<file path="src/rtl/logic_gate_accum.sv">
// -----------------------------------------------------------------------------
// logic_gate_accum
//
// Streaming N-operand, WIDTH-bit bitwise gate reducer. Operands arrive on a
// valid/ready input handshake; a frame ends with in_last. The frame is folded
// with the gate chosen by op on its first beat, and one result word plus the
// frame beat count is then offered on a valid/ready output handshake.
//
// Gate select (op, sampled on the first beat only):
//   000 AND   001 OR   010 XOR   011 NAND   100 NOR   101 XNOR
//   110 / 111 illegal: the frame is consumed, out_data=0 and out_err=1.
//
// Ports:
//   clk        in   clock, rising-edge
//   rst        in   asynchronous active-high reset
//   in_valid   in   operand beat valid
//   in_ready   out  block can accept an operand (state-only)
//   in_data    in   operand, WIDTH bits
//   in_last    in   final beat of the frame
//   op         in   gate select, 3 bits
//   out_valid  out  result valid
//   out_ready  in   consumer accepts the result
//   out_data   out  reduced result, WIDTH bits
//   out_count  out  beats in the frame, saturating, CNT_W bits
//   out_ovf    out  beat count saturated
//   out_err    out  frame used an illegal op
// -----------------------------------------------------------------------------
module logic_gate_accum #(
  parameter int WIDTH = 8,
  parameter int CNT_W = 8
) (
  input  logic             clk,
  input  logic             rst,
  input  logic             in_valid,
  output logic             in_ready,
  input  logic [WIDTH-1:0] in_data,
  input  logic             in_last,
  input  logic [2:0]       op,
  output logic             out_valid,
  input  logic             out_ready,
  output logic [WIDTH-1:0] out_data,
  output logic [CNT_W-1:0] out_count,
  output logic             out_ovf,
  output logic             out_err
);

  typedef enum logic [1:0] {
    S_IDLE  = 2'd0,
    S_ACCUM = 2'd1,
    S_DONE  = 2'd2
  } state_t;

  localparam logic [2:0] OP_AND  = 3'b000;
  localparam logic [2:0] OP_OR   = 3'b001;
  localparam logic [2:0] OP_XOR  = 3'b010;
  localparam logic [2:0] OP_NAND = 3'b011;
  localparam logic [2:0] OP_NOR  = 3'b100;
  localparam logic [2:0] OP_XNOR = 3'b101;

  localparam logic [CNT_W-1:0] CNT_MAX = '1;
  localparam logic [CNT_W-1:0] CNT_ONE = CNT_W'(1);

  state_t           state, state_nx;
  logic [WIDTH-1:0] acc, acc_nx;
  logic [2:0]       op_q, op_nx;
  logic [CNT_W-1:0] cnt, cnt_nx;
  logic             ovf, ovf_nx;

  logic             beat;
  logic             op_illegal;
  logic             op_invert;
  logic [WIDTH-1:0] result;

  // One accumulation step. The inverting gates fold with their base function;
  // the inversion is applied once at the output so that an N-operand NAND is
  // ~(a & b & c ...) rather than a chain of 2-input NANDs.
  function automatic logic [WIDTH-1:0] gate_step(
    input logic [2:0]       sel,
    input logic [WIDTH-1:0] a,
    input logic [WIDTH-1:0] b
  );
    logic [WIDTH-1:0] r;
    r = a & b;
    case (sel)
      OP_AND,  OP_NAND: r = a & b;
      OP_OR,   OP_NOR:  r = a | b;
      OP_XOR,  OP_XNOR: r = a ^ b;
      default:          r = a & b;  // illegal op: value is discarded at output
    endcase
    return r;
  endfunction

  assign in_ready = (state != S_DONE);
  assign beat     = in_valid & in_ready;

  // ---------------------------------------------------------------------------
  // Next-state and datapath update
  // ---------------------------------------------------------------------------
  always_comb begin
    // NOTE: every signal written here gets a default first, so no path through
    // the case statement can leave one unassigned and infer a latch.
    state_nx = state;
    acc_nx   = acc;
    op_nx    = op_q;
    cnt_nx   = cnt;
    ovf_nx   = ovf;

    case (state)
      S_IDLE: begin
        if (beat) begin
          acc_nx   = in_data;
          op_nx    = op;
          cnt_nx   = CNT_ONE;
          ovf_nx   = 1'b0;
          state_nx = in_last ? S_DONE : S_ACCUM;
        end
      end

      S_ACCUM: begin
        if (beat) begin
          acc_nx = gate_step(op_q, acc, in_data);
          if (cnt == CNT_MAX) begin
            ovf_nx = 1'b1;
          end else begin
            cnt_nx = cnt + CNT_ONE;
          end
          if (in_last) begin
            state_nx = S_DONE;
          end
        end
      end

      S_DONE: begin
        if (out_ready) begin
          state_nx = S_IDLE;
        end
      end

      default: begin
        state_nx = S_IDLE;
      end
    endcase
  end

  // ---------------------------------------------------------------------------
  // State registers
  // ---------------------------------------------------------------------------
  // NOTE: the datapath registers are reset along with the state so that the
  // visible output values are defined from the first cycle after reset.
  always_ff @(posedge clk or posedge rst) begin
    if (rst) begin
      state <= S_IDLE;
      acc   <= '0;
      op_q  <= '0;
      cnt   <= '0;
      ovf   <= 1'b0;
    end else begin
      // NOTE: non-blocking assignments so every register samples the values
      // from before this edge, independent of statement order.
      state <= state_nx;
      acc   <= acc_nx;
      op_q  <= op_nx;
      cnt   <= cnt_nx;
      ovf   <= ovf_nx;
    end
  end

  // ---------------------------------------------------------------------------
  // Result selection
  // ---------------------------------------------------------------------------
  // All outputs are decoded from registers only, so there is no combinational
  // path from in_* to out_*. Nothing changes these registers while in S_DONE,
  // which keeps the result stable under backpressure.
  assign op_illegal = (op_q[2:1] == 2'b11);
  assign op_invert  = (op_q == OP_NAND) || (op_q == OP_NOR) || (op_q == OP_XNOR);

  always_comb begin
    result = acc;
    if (op_illegal) begin
      result = '0;
    end else if (op_invert) begin
      result = ~acc;
    end
  end

  // Outputs read zero whenever no result is being offered.
  assign out_valid = (state == S_DONE);
  assign out_data  = out_valid ? result : '0;
  assign out_count = out_valid ? cnt    : '0;
  assign out_ovf   = out_valid & ovf;
  assign out_err   = out_valid & op_illegal;

endmodule

</file>
<file path="config.mk">
export PLATFORM = sky130hd
export DESIGN_NAME = logic_gate_accum
export DESIGN_NICKNAME = d
export VERILOG_FILES = /design/src/rtl/logic_gate_accum.sv
export SDC_FILE = /design/constraint.sdc
export NUM_CORES = 1
export LEC_CHECK = 0
export ABC_AREA = 1
export BUFFER_PORTS_ARGS = -buffer_cell sky130_fd_sc_hd__buf_2
export CORE_MARGIN = 8
export CORE_UTILIZATION = 55
export DETAILED_ROUTE_END_ITERATION = 8
export GPL_ROUTABILITY_DRIVEN = 1
export PLACE_DENSITY = 0.8
export SYNTH_ARGS = -nofsm -noshare
export SYNTH_HDL_FRONTEND = slang
export SYNTH_SLANG_ARGS = --single-unit
</file>
<file path="constraint.sdc">
create_clock -name clk -period 1.8 [get_ports clk]
set_input_delay 0.36 -clock clk [delete_from_list [all_inputs] [get_ports clk]]
set_output_delay 0.36 -clock clk [all_outputs]
set_load 0.03 [all_outputs]
</file>
==> metrics.csv, run 1 <==
stage,metric,value,unit
place,placed_cells,345,
cts,cts_max_level,1,
timing,setup_ws,-0.05923,ns
power_and_ir_drop,vdd_drop_max,735.2,uV
drt,ant_nets,0,
global_route,grt_pass1_wl,7845,microns
layout,drive_gt1_share,33.96,%
setup_path,cp-start-kind,flip-flop,
floorplanning,ios,36,
layout,fillers,264,
place,port_buffers,35,
yosys,syn_avg_cell_area,6.898,sq um
layout,antennaDiodeCount,0,
drt,dr_total_vias,1928,
flow_run,cap_violations,0,
power_and_ir_drop,p_per_area,1559,nW/um^2
layout,stdcell_area,2437,sq um
timing,rsz0062_at_grt,yes,
drt,drcViolationCount,0,
setup_path,crit_family,flip-flops,
yosys,syn_area,1814,sq um
outcome,status,"finished, violations left",
floorplanning,num_rows,21,
timing,finalMaxSlewViolations,0,
yosys,yosys_warnings,0,
floorplanning,die-width,73.44,microns
timing,tightest_slew,0.3077,ns
floorplanning,start_util,55.68,%
cts,cts-buffers-inserted,3,
global_route,grtUsageTotal,18.20,%
drt,drtIter0Drc,116,
yosys,ys_seq_area_share,30.34,%
cts,cts.sinks,22,
cts,cts_buffer_depth,2,
setup_path,worstPathMaxFanout,5,
layout,stdcell_count,367,
setup_path,crit_buf_inv,2,
setup_path,slowest_stage,dfrtp_2,
floorplanning,die_y,73.44,microns
yosys,ys_ff_latch,22,
cts,cts_tree,built,
place,placed_cell_area,2096,sq um
drt,first_pass_iters,4,
setup_path,cp-end-kind,output port,
timing,clock.fmax,537.9,MHz
timing,fin_tns_setup,-0.4001,ns
outcome,failed_checks,negative setup slack,
floorplanning,die-area,5393,sq um
setup_path,cp.required,1.44,ns
layout,nNetsFinal,355,
drt,routedWlPerCell,13.69,microns
setup_path,path_cells,nor2_4 -> buf_6 -> o21ai_1 -> a21oi_1 -> buf_4,
global_route,overflow,0,
global_route,antenna_found_initial,0,
drt,avgViaCountPerCell,5.253,
timing,holdWs,0.06744,ns
power_and_ir_drop,p_leak,1.264,nW
global_route,grt_max_degree,23,
yosys,synthDistinctLibCells,25,
timing,fin_worst_skew,0.002793,ns
timing,setup_violations,14,
layout,syn2layout_area_growth,34.34,%
cts,cts.hold.buffers_added,0,
floorplanning,coreArea,3258,sq um
layout,final_common_cell,nand2_1,
setup_path,slowest_delay,0.48,ns
timing,fin_crit,1.859,ns
layout,final_cell_mix,"nand2_1 (54), inv_1 (38), buf_4 (32)",
yosys,syn_nets,296,
setup_path,arrival,1.50,ns
place,hpwlAfterDp,3242,microns
setup_path,path_class,reg -> out,
worst_hold_path,hp-class,in -> async,
global_route,grt_pass1_vias,1792,
layout,fin_util,74.81,%
cts,clk_pin_slew,0.13,ns
power_and_ir_drop,p_total,3.801,mW
cts,clock-root-buffer,clkbuf_4,
timing,finalHoldViolCount,0,
place,place_congestion,0.8467,
timing,slew_headroom,79.44,%
place,preCtsSetupSlack,0.03223,ns
cts,clk_latency,0.31,ns
yosys,syn_inst,263,
timing,finalCritPeriodShare,103.3,%
drt,wl,5026,microns
[path summary, 6_finish.rpt]
check                                     startpoint              endpoint  slack, ns  cells after the start
worst max-delay path            state[0]$_DFFE_PP0P_           out_data[3]      -0.06                      5
worst min register to register       ovf$_DFFE_PP0P_       ovf$_DFFE_PP0P_       0.49                      2
worst min-delay path                             rst    acc[3]$_DFFE_PP0P_       0.07                      3
max in group asynchronous                        rst  state[0]$_DFFE_PP0P_       1.49                      3
min in group clk                           out_ready  state[1]$_DFFE_PP0P_       0.22                      2
worst max register to register   op_q[2]$_DFFE_PP0P_    acc[1]$_DFFE_PP0P_       0.04                     10
[timing repair]
| item | 4_1_cts | 5_1_grt |
|---|---|---|
| buffers inserted | 7 | 9 |
| endpoints found under the hold margin | 0 | 0 |
| endpoints found under the setup margin | 20 | 25 |
| resized for setup | 37 | 23 |
| pin swaps | 5 | 4 |
| cloned | 1 | 1 |
[final cells by class]
| class | count | area [sq um] | share of cell area [%] |
|---|---|---|---|
| Clock buffer | 4 | 36.28 | 1.489 |
| Timing Repair Buffer | 57 | 424.2 | 17.40 |
| Sequential cell | 22 | 551.8 | 22.64 |
| Inverter | 46 | 185.2 | 7.598 |
| Tap cell | 46 | 57.56 | 2.361 |
| Multi-Input combinational cell | 191 | 1177 | 48.31 |
| Timing Repair inverter | 1 | 5.005 | 0.2053 |
[cells by family after synthesis]
group	after synthesis	synth area share [%]
flip-flops	22	30.34
buffers and inverters	51	11.24
AO/OA/AOI/OAI	45	13.72
AND/OR/NAND/NOR	126	32.00
adder cells (fa/ha/maj)	17	11.72
XOR/XNOR	2	0.9657
[synth_stat cells (all sizes together)]
cell type	instances	area [sq um]
a21oi	23	115.1
buf	5	31.28
clkinv	1	3.750
dfrtp	22	550.5
ha	17	212.7
inv	45	168.9
nand2	60	232.7
nand3	29	155.2
nand4	7	43.79
nor2	24	111.4
nor3	1	5.000
o21ai	21	127.6
o22ai	1	6.260
or2	4	25.02
or4	1	7.510
xor2	2	17.52
[sequential cells by signal (all words and copies together) (netlist names)]
| name | count |
|---|---|
| op_q | 3 |
| state | 2 |
| cnt | 8 |
| ovf | 1 |
| acc | 8 |
[per-layer routing]
layer	track usage [%]	vias to the layer above	share of wire, %
met1	20.79	892	42
met2	32.08	50	50
met4	7.761	0	1.8
met3	3.411	10	5.4
li1	-	976	-
met5	0	-	0
[worst register-to-register path: cells and delay by family, from the launching register on]
family,cells,cell delay (ns)
flops,1,0.43
buf+inv,4,0.56
simple gates,6,0.70
[power by group]
part           leakage (nW)  total [mW]  internal, mW  switching, mW
logic                 0.965        2.69         0.985           1.70
registers             0.278       0.826         0.658          0.167
clock network        0.0210       0.286         0.124          0.162
total                  1.26        3.80          1.77           2.03
Note: power is estimated with default switching activity, not from simulation.
==> run 2, diff against run 1 <==
--- a/config.mk
+++ b/config.mk
@@ -12,6 +12,7 @@
 export DETAILED_ROUTE_END_ITERATION = 8
 export GPL_ROUTABILITY_DRIVEN = 1
 export PLACE_DENSITY = 0.8
+export RECOVER_POWER = 100
 export SYNTH_ARGS = -nofsm -noshare
 export SYNTH_HDL_FRONTEND = slang
 export SYNTH_SLANG_ARGS = --single-unit
==> metrics.csv, run 2 (synthesized netlist as in run 1, its figures left out) <==
stage,metric,value,unit,change
power_and_ir_drop,swShare,53.52,%,about the same
timing,rsz0062_at_grt,yes,,
place,place_congestion,0.8467,,unchanged
global_route,overflow,0,,unchanged
timing,clock.fmax,539.8,MHz,+0.36%
timing,setup_violations,12,,-2
power_and_ir_drop,vdd_drop_max,735.6,uV,about the same
cts,clock-root-buffer,clkbuf_4,,
timing,fin_crit,1.852,ns,-0.006758 ns
setup_path,path_class,reg -> out,,
setup_path,reg2reg_from,op_q[2]$_DFFE_PP0P_,,
timing,finalMaxSlewViolations,0,,unchanged
drt,avgViaCountPerCell,5.229,,-0.47%
drt,drcViolationCount,0,,unchanged
setup_path,r2r_cells,10,,unchanged
layout,antennaDiodeCount,0,,unchanged
layout,drive_gt1_share,33.64,%,-0.31 points
drt,routedWlPerCell,13.69,microns,about the same
global_route,grt_max_degree,23,,unchanged
timing,slew_headroom,16.65,%,-63 points
place,port_buffers,35,,unchanged
setup_path,r2r_slack,0.04,ns,about the same
worst_hold_path,worstHoldEndpoint,state[1]$_DFFE_PP0P_,,
setup_path,setup.worst_path.start,state[0]$_DFFE_PP0P_,,
timing,setup_ws,-0.05248,ns,+0.006758 ns
power_and_ir_drop,p_switching,2.033,mW,about the same
layout,fin_util,74.69,%,-0.12 points
cts,cts_max_level,1,,unchanged
worst_hold_path,min_from,out_ready,,
place,hpwlAfterDp,3242,microns,unchanged
power_and_ir_drop,clockPowerShare,7.6,%,about the same
layout,top_regs,"acc (8), cnt (8), op_q (3)",,
power_and_ir_drop,internal-power,1.766,mW,about the same
timing,fin_tns_setup,-0.3286,ns,+0.07147 ns
flow_run,cap_violations,0,,unchanged
setup_path,timing.rr.end,acc[1]$_DFFE_PP0P_,,
drt,ant_nets,0,,unchanged
floorplanning,die-area,5393,sq um,unchanged
setup_path,cp.required,1.44,ns,about the same
timing,fin_worst_skew,0.003946,ns,+0.001153 ns
power_and_ir_drop,p_seq_share,21.7,%,about the same
global_route,grt_pass1_wl,7845,microns,unchanged
outcome,failed_checks,negative setup slack,,
timing,finalHoldViolCount,0,,unchanged
cts,cts.sinks,22,,unchanged
timing,tightest_slew,1.250,ns,+0.9426 ns
drt,first_pass_iters,4,,unchanged
drt,dr_total_vias,1919,,-0.47%
outcome,status,"finished, violations left",,
floorplanning,die-width,73.44,microns,unchanged
layout,final_common_cell,nand2_1,,
cts,clk_latency,0.31,ns,about the same
floorplanning,die_y,73.44,microns,unchanged
cts,cts.hold.buffers_added,0,,unchanged
power_and_ir_drop,p_total,3.799,mW,about the same
layout,nNetsFinal,355,,unchanged
setup_path,cp-end-kind,output port,,
floorplanning,start_util,55.68,%,unchanged
layout,final_cell_mix,"nand2_1 (54), inv_1 (38), buf_4 (31)",,
cts,cts_tree,built,,
global_route,grt_pass1_vias,1792,,unchanged
power_and_ir_drop,p_per_area,1561,nW/um^2,+0.11%
place,placed_cells,345,,unchanged
layout,syn2layout_area_growth,34.14,%,
setup_path,worstPathMaxFanout,5,,unchanged
floorplanning,num_rows,21,,unchanged
cts,clk_pin_slew,0.13,ns,about the same
global_route,grtUsageTotal,18.20,%,unchanged
global_route,antenna_found_initial,0,,unchanged
drt,drtIter0Drc,116,,unchanged
floorplanning,ios,36,,unchanged
cts,cts_buffer_depth,2,,unchanged
power_and_ir_drop,p_leak,1.260,nW,-0.29%
cts,cts-buffers-inserted,3,,unchanged
worst_hold_path,hp-class,in -> reg,,
timing,finalCritPeriodShare,102.9,%,-0.38 points
layout,stdcell_count,367,,unchanged
drt,wl,5024,microns,about the same
place,placed_cell_area,2096,sq um,unchanged
layout,stdcell_area,2434,sq um,-0.15%
setup_path,cp-start-kind,flip-flop,,
worst_hold_path,min_path_cells,2,,
floorplanning,coreArea,3258,sq um,unchanged
power_and_ir_drop,p_comb_share,70.7,%,about the same
setup_path,arrival,1.49,ns,about the same
-- run 2: layout make-up --
class | count | area [sq um]
well taps | 46 | 57.56
multi-input cells | 191 | 1177
clock buffers | 4 | 36.28
repair buffers | 57 | 420.4
fillers | 264 | 824.5
flip-flops and latches | 22 | 551.8
inverters | 46 | 185.2
repair inverters | 1 | 5.005
-- run 2: critical path, cell delays in order, from the launching register on --
cell,delay (ns)
dfrtp_2,0.48
nor2_4,0.19
buf_6,0.15
o21ai_1,0.06
a21oi_1,0.12
buf_4,0.17
-- run 2: metal layers --
layer	global-route usage [%]	routed length [microns]	up-vias
li1	-	-	975
met1	20.79	2118	886
met2	32.08	2547	48
met3	3.411	268	10
met4	7.761	89	0
met5	0	0	-
-- run 2: power groups by stage --
stage / sequential, mW / combinational, mW / clock [mW]
after floorplan: 0.796 / 1.52 / 0
after global placement: 0.809 / 1.97 / 0
after detailed placement: 0.819 / 2.00 / 0
after CTS: 0.817 / 2.34 / 0.295
after global routing: 0.847 / 2.94 / 0.313
final: 0.826 / 2.69 / 0.287
-- run 2: metrics by stage --
| step | setup slack [ns] | hold WS, ns |
|---|---|---|
| after floorplan | -0.02563 | 0.3492 |
| after global placement | 0.05109 | 0.4103 |
| after detailed placement | 0.03223 | 0.4194 |
| after CTS | -0.02277 | 0.06433 |
| after global routing | -0.1311 | 0.2055 |
| final | -0.05248 | 0.2205 |
-- run 2: what timing repair did --
item | 4_1_cts | 5_1_grt
buffers inserted | 7 | 9
resized for setup | 37 | 23
setup endpoints to repair | 20 | 25
gates cloned | 1 | 1
pin swaps | 5 | 4
-- run 2: how the worst max path moves through the flow --
stage | slack (ns) | depth (start not counted) | endpoint
floorplan | -0.03 | 6 | out_count[0]
global placement | 0.05 | 4 | out_count[7]
detailed placement | 0.03 | 4 | out_count[0]
CTS | -0.02 | 5 | out_data[3]
global route | -0.13 | 5 | out_data[6]
finish | -0.05 | 5 | out_data[3]
==> run 3, diff against run 2 <==
--- a/config.mk
+++ b/config.mk
@@ -7,11 +7,10 @@
 export LEC_CHECK = 0
 export ABC_AREA = 1
 export BUFFER_PORTS_ARGS = -buffer_cell sky130_fd_sc_hd__buf_2
-export CORE_MARGIN = 8
-export CORE_UTILIZATION = 55
+export CORE_MARGIN = 2
+export CORE_UTILIZATION = 40
 export DETAILED_ROUTE_END_ITERATION = 8
 export GPL_ROUTABILITY_DRIVEN = 1
-export PLACE_DENSITY = 0.8
 export RECOVER_POWER = 100
 export SYNTH_ARGS = -nofsm -noshare
 export SYNTH_HDL_FRONTEND = slang
==> metrics.csv, run 3 (synthesized netlist as in run 1, its figures left out) <==
stage,metric,value,unit,change
outcome,status,finished clean,,
drt,ant_nets,0,,unchanged
power_and_ir_drop,vdd_drop_max,638.1,uV,-13%
setup_path,r2r_cells,6,,-4
layout,top_regs,"acc (8), cnt (8), op_q (3)",,
cts,cts.hold.buffers_added,0,,unchanged
setup_path,arrival,1.44,ns,-0.05 ns
setup_path,path_class,reg -> out,,
setup_path,worstPathMaxFanout,8,,+3
timing,finalCritPeriodShare,99.87,%,-3.0 points
place,hpwlAfterDp,3305,microns,+1.9%
floorplanning,ios,36,,unchanged
timing,clock.fmax,556.3,MHz,+3.0%
setup_path,cp.required,1.44,ns,about the same
cts,clk_latency,0.27,ns,-0.04 ns
floorplanning,die_y,71.35,microns,-2.8%
floorplanning,die-area,5090,sq um,-5.6%
setup_path,timing.rr.end,state[1]$_DFFE_PP0P_,,
setup_path,reg2reg_from,state[0]$_DFFE_PP0P_,,
cts,clock-root-buffer,clkbuf_8,,
layout,syn2layout_area_growth,34.07,%,about the same
cts,cts.sinks,22,,unchanged
layout,antennaDiodeCount,0,,unchanged
drt,wl,4689,microns,-6.7%
cts,cts-buffers-inserted,3,,unchanged
cts,cts_buffer_depth,2,,unchanged
drt,drtIter0Drc,154,,+33%
timing,fin_worst_skew,0.008441,ns,+0.004495 ns
layout,multi_input_area,1126,sq um,-4.4%
global_route,grtUsageTotal,18.40,%,+0.20 points
floorplanning,start_util,41.67,%,-14 points
setup_path,slowest_delay,0.40,ns,-0.08 ns
power_and_ir_drop,p_total,3.633,mW,-4.4%
layout,fillers,431,,+63%
drt,drcViolationCount,0,,unchanged
setup_path,r2r_slack,0.16,ns,+0.12 ns
floorplanning,coreArea,4354,sq um,+34%
timing,setup_ws,0.002336,ns,+0.05481 ns
flow_run,cap_violations,0,,unchanged
setup_path,path_cells,inv_2 -> nand2_4 -> nand3_1 -> buf_6 -> a21oi_1 -> buf_4,,
power_and_ir_drop,p_leak,1.290,nW,+2.3%
layout,final_common_cell,nand2_1,,
layout,stdcell_area,2432,sq um,about the same
setup_path,cp-start-kind,flip-flop,,
power_and_ir_drop,p_per_area,1494,nW/um^2,-4.3%
cts,cts_tree,built,,
drt,dr_total_vias,1858,,-3.2%
drt,avgViaCountPerCell,4.889,,-6.5%
layout,drive_gt1_share,31.71,%,-1.9 points
cts,cts_max_level,1,,unchanged
floorplanning,num_rows,24,,+14%
global_route,grt_max_degree,23,,unchanged
timing,finalMaxSlewViolations,0,,unchanged
place,preCtsSetupSlack,-0.2675,ns,-0.2997 ns
worst_hold_path,hp-class,in -> reg,,
global_route,antenna_found_initial,0,,unchanged
setup_path,cp-end-kind,output port,,
cts,clk_pin_slew,0.09,ns,-0.04 ns
timing,fin_crit,1.798,ns,-0.05481 ns
timing,rsz0062_at_grt,yes,,
worst_hold_path,min_from,out_ready,,
place,place_congestion,0.7487,,-12%
place,port_buffers,35,,unchanged
timing,fin_tns_setup,0,ns,+0.3286 ns
timing,slew_headroom,16.32,%,-0.33 points
layout,regArea,550.5,sq um,-0.23%
layout,nNetsFinal,362,,+2.0%
layout,final_cell_mix,"nand2_1 (54), inv_1 (40), buf_4 (33)",,
global_route,grt_pass1_vias,1694,,-5.5%
drt,first_pass_iters,4,,unchanged
place,placed_cell_area,2238,sq um,+6.8%
global_route,overflow,0,,unchanged
worst_hold_path,worstHoldEndpoint,state[1]$_DFFE_PP0P_,,
timing,tightest_slew,1.255,ns,+0.004984 ns
floorplanning,die-width,71.35,microns,-2.8%
worst_hold_path,min_path_cells,2,,unchanged
timing,setup_violations,0,,-12
timing,finalHoldViolCount,0,,unchanged
drt,routedWlPerCell,12.34,microns,-9.9%
setup_path,slowest_stage,dfrtp_1,,
global_route,grt_pass1_wl,7652,microns,-2.5%
## run 3: worst max path at each step
stage | startpoint | endpoint | slack (ns) | cells past startpoint
2_1_floorplan | state[1]$_DFFE_PP0P_ | out_count[0] | -0.03 | 6
3_3_place_gp | cnt[0]$_DFFE_PP0P_ | cnt[6]$_DFFE_PP0P_ | -0.18 | 9
3_5_place_dp | cnt[0]$_DFFE_PP0P_ | cnt[5]$_DFFE_PP0P_ | -0.27 | 8
4_1_cts | op_q[1]$_DFFE_PP0P_ | out_data[2] | 0.002 | 6
5_1_grt | op_q[2]$_DFFE_PP0P_ | out_data[2] | -0.06 | 6
6_report | op_q[2]$_DFFE_PP0P_ | out_data[5] | 0.002 | 6
## run 3: timing repair
item,4_1_cts,5_1_grt
cloned,0,1
resized for setup,13,35
setup endpoints to repair,27,21
buffers inserted,2,4
pin swaps,0,2
## run 3: per-layer routing
| metal | global-route usage, % | wire (microns) |
|---|---|---|
| met4 | 3.145 | 19 |
| met2 | 32.20 | 2333 |
| met5 | 0 | 0 |
| met1 | 24.71 | 2207 |
| met3 | 2.250 | 128 |
## run 3: final cells by class
| type | count | share of cell area [%] |
|---|---|---|
| inverter | 46 | 7.202 |
| sequential | 22 | 22.63 |
| timing repair buffer | 66 | 18.93 |
| multi-input combinational | 190 | 46.30 |
| clock buffer | 4 | 2.263 |
| tap | 52 | 2.675 |
## run 3: where the power goes
group	leakage, nW	internal (mW)	switching, mW
Sequential	0.279	0.657	0.135
Clock	0.0288	0.195	0.171
Combinational	0.982	0.902	1.57
## run 3: worst max-delay path: cells and delay by family (launching register included)
| kind | cells | cell delay, ns |
|---|---|---|
| AO/OA/AOI/OAI | 1 | 0.15 |
| buffers and inverters | 3 | 0.43 |
| flip-flops | 1 | 0.40 |
| AND/OR/NAND/NOR | 2 | 0.19 |
## run 3: per-stage QoR
| stage | hold WS, ns | util (%) | std cells |
|---|---|---|---|
| after global placement | 0.4193 | 51.41 | 369 |
| after global routing | 0.2770 | 55.86 | 380 |
| after detailed placement | 0.4232 | 51.41 | 369 |
| after CTS | 0.1300 | 53.88 | 375 |
| final | 0.2746 | 55.86 | 380 |
| after floorplan | 0.3492 | - | 263 |
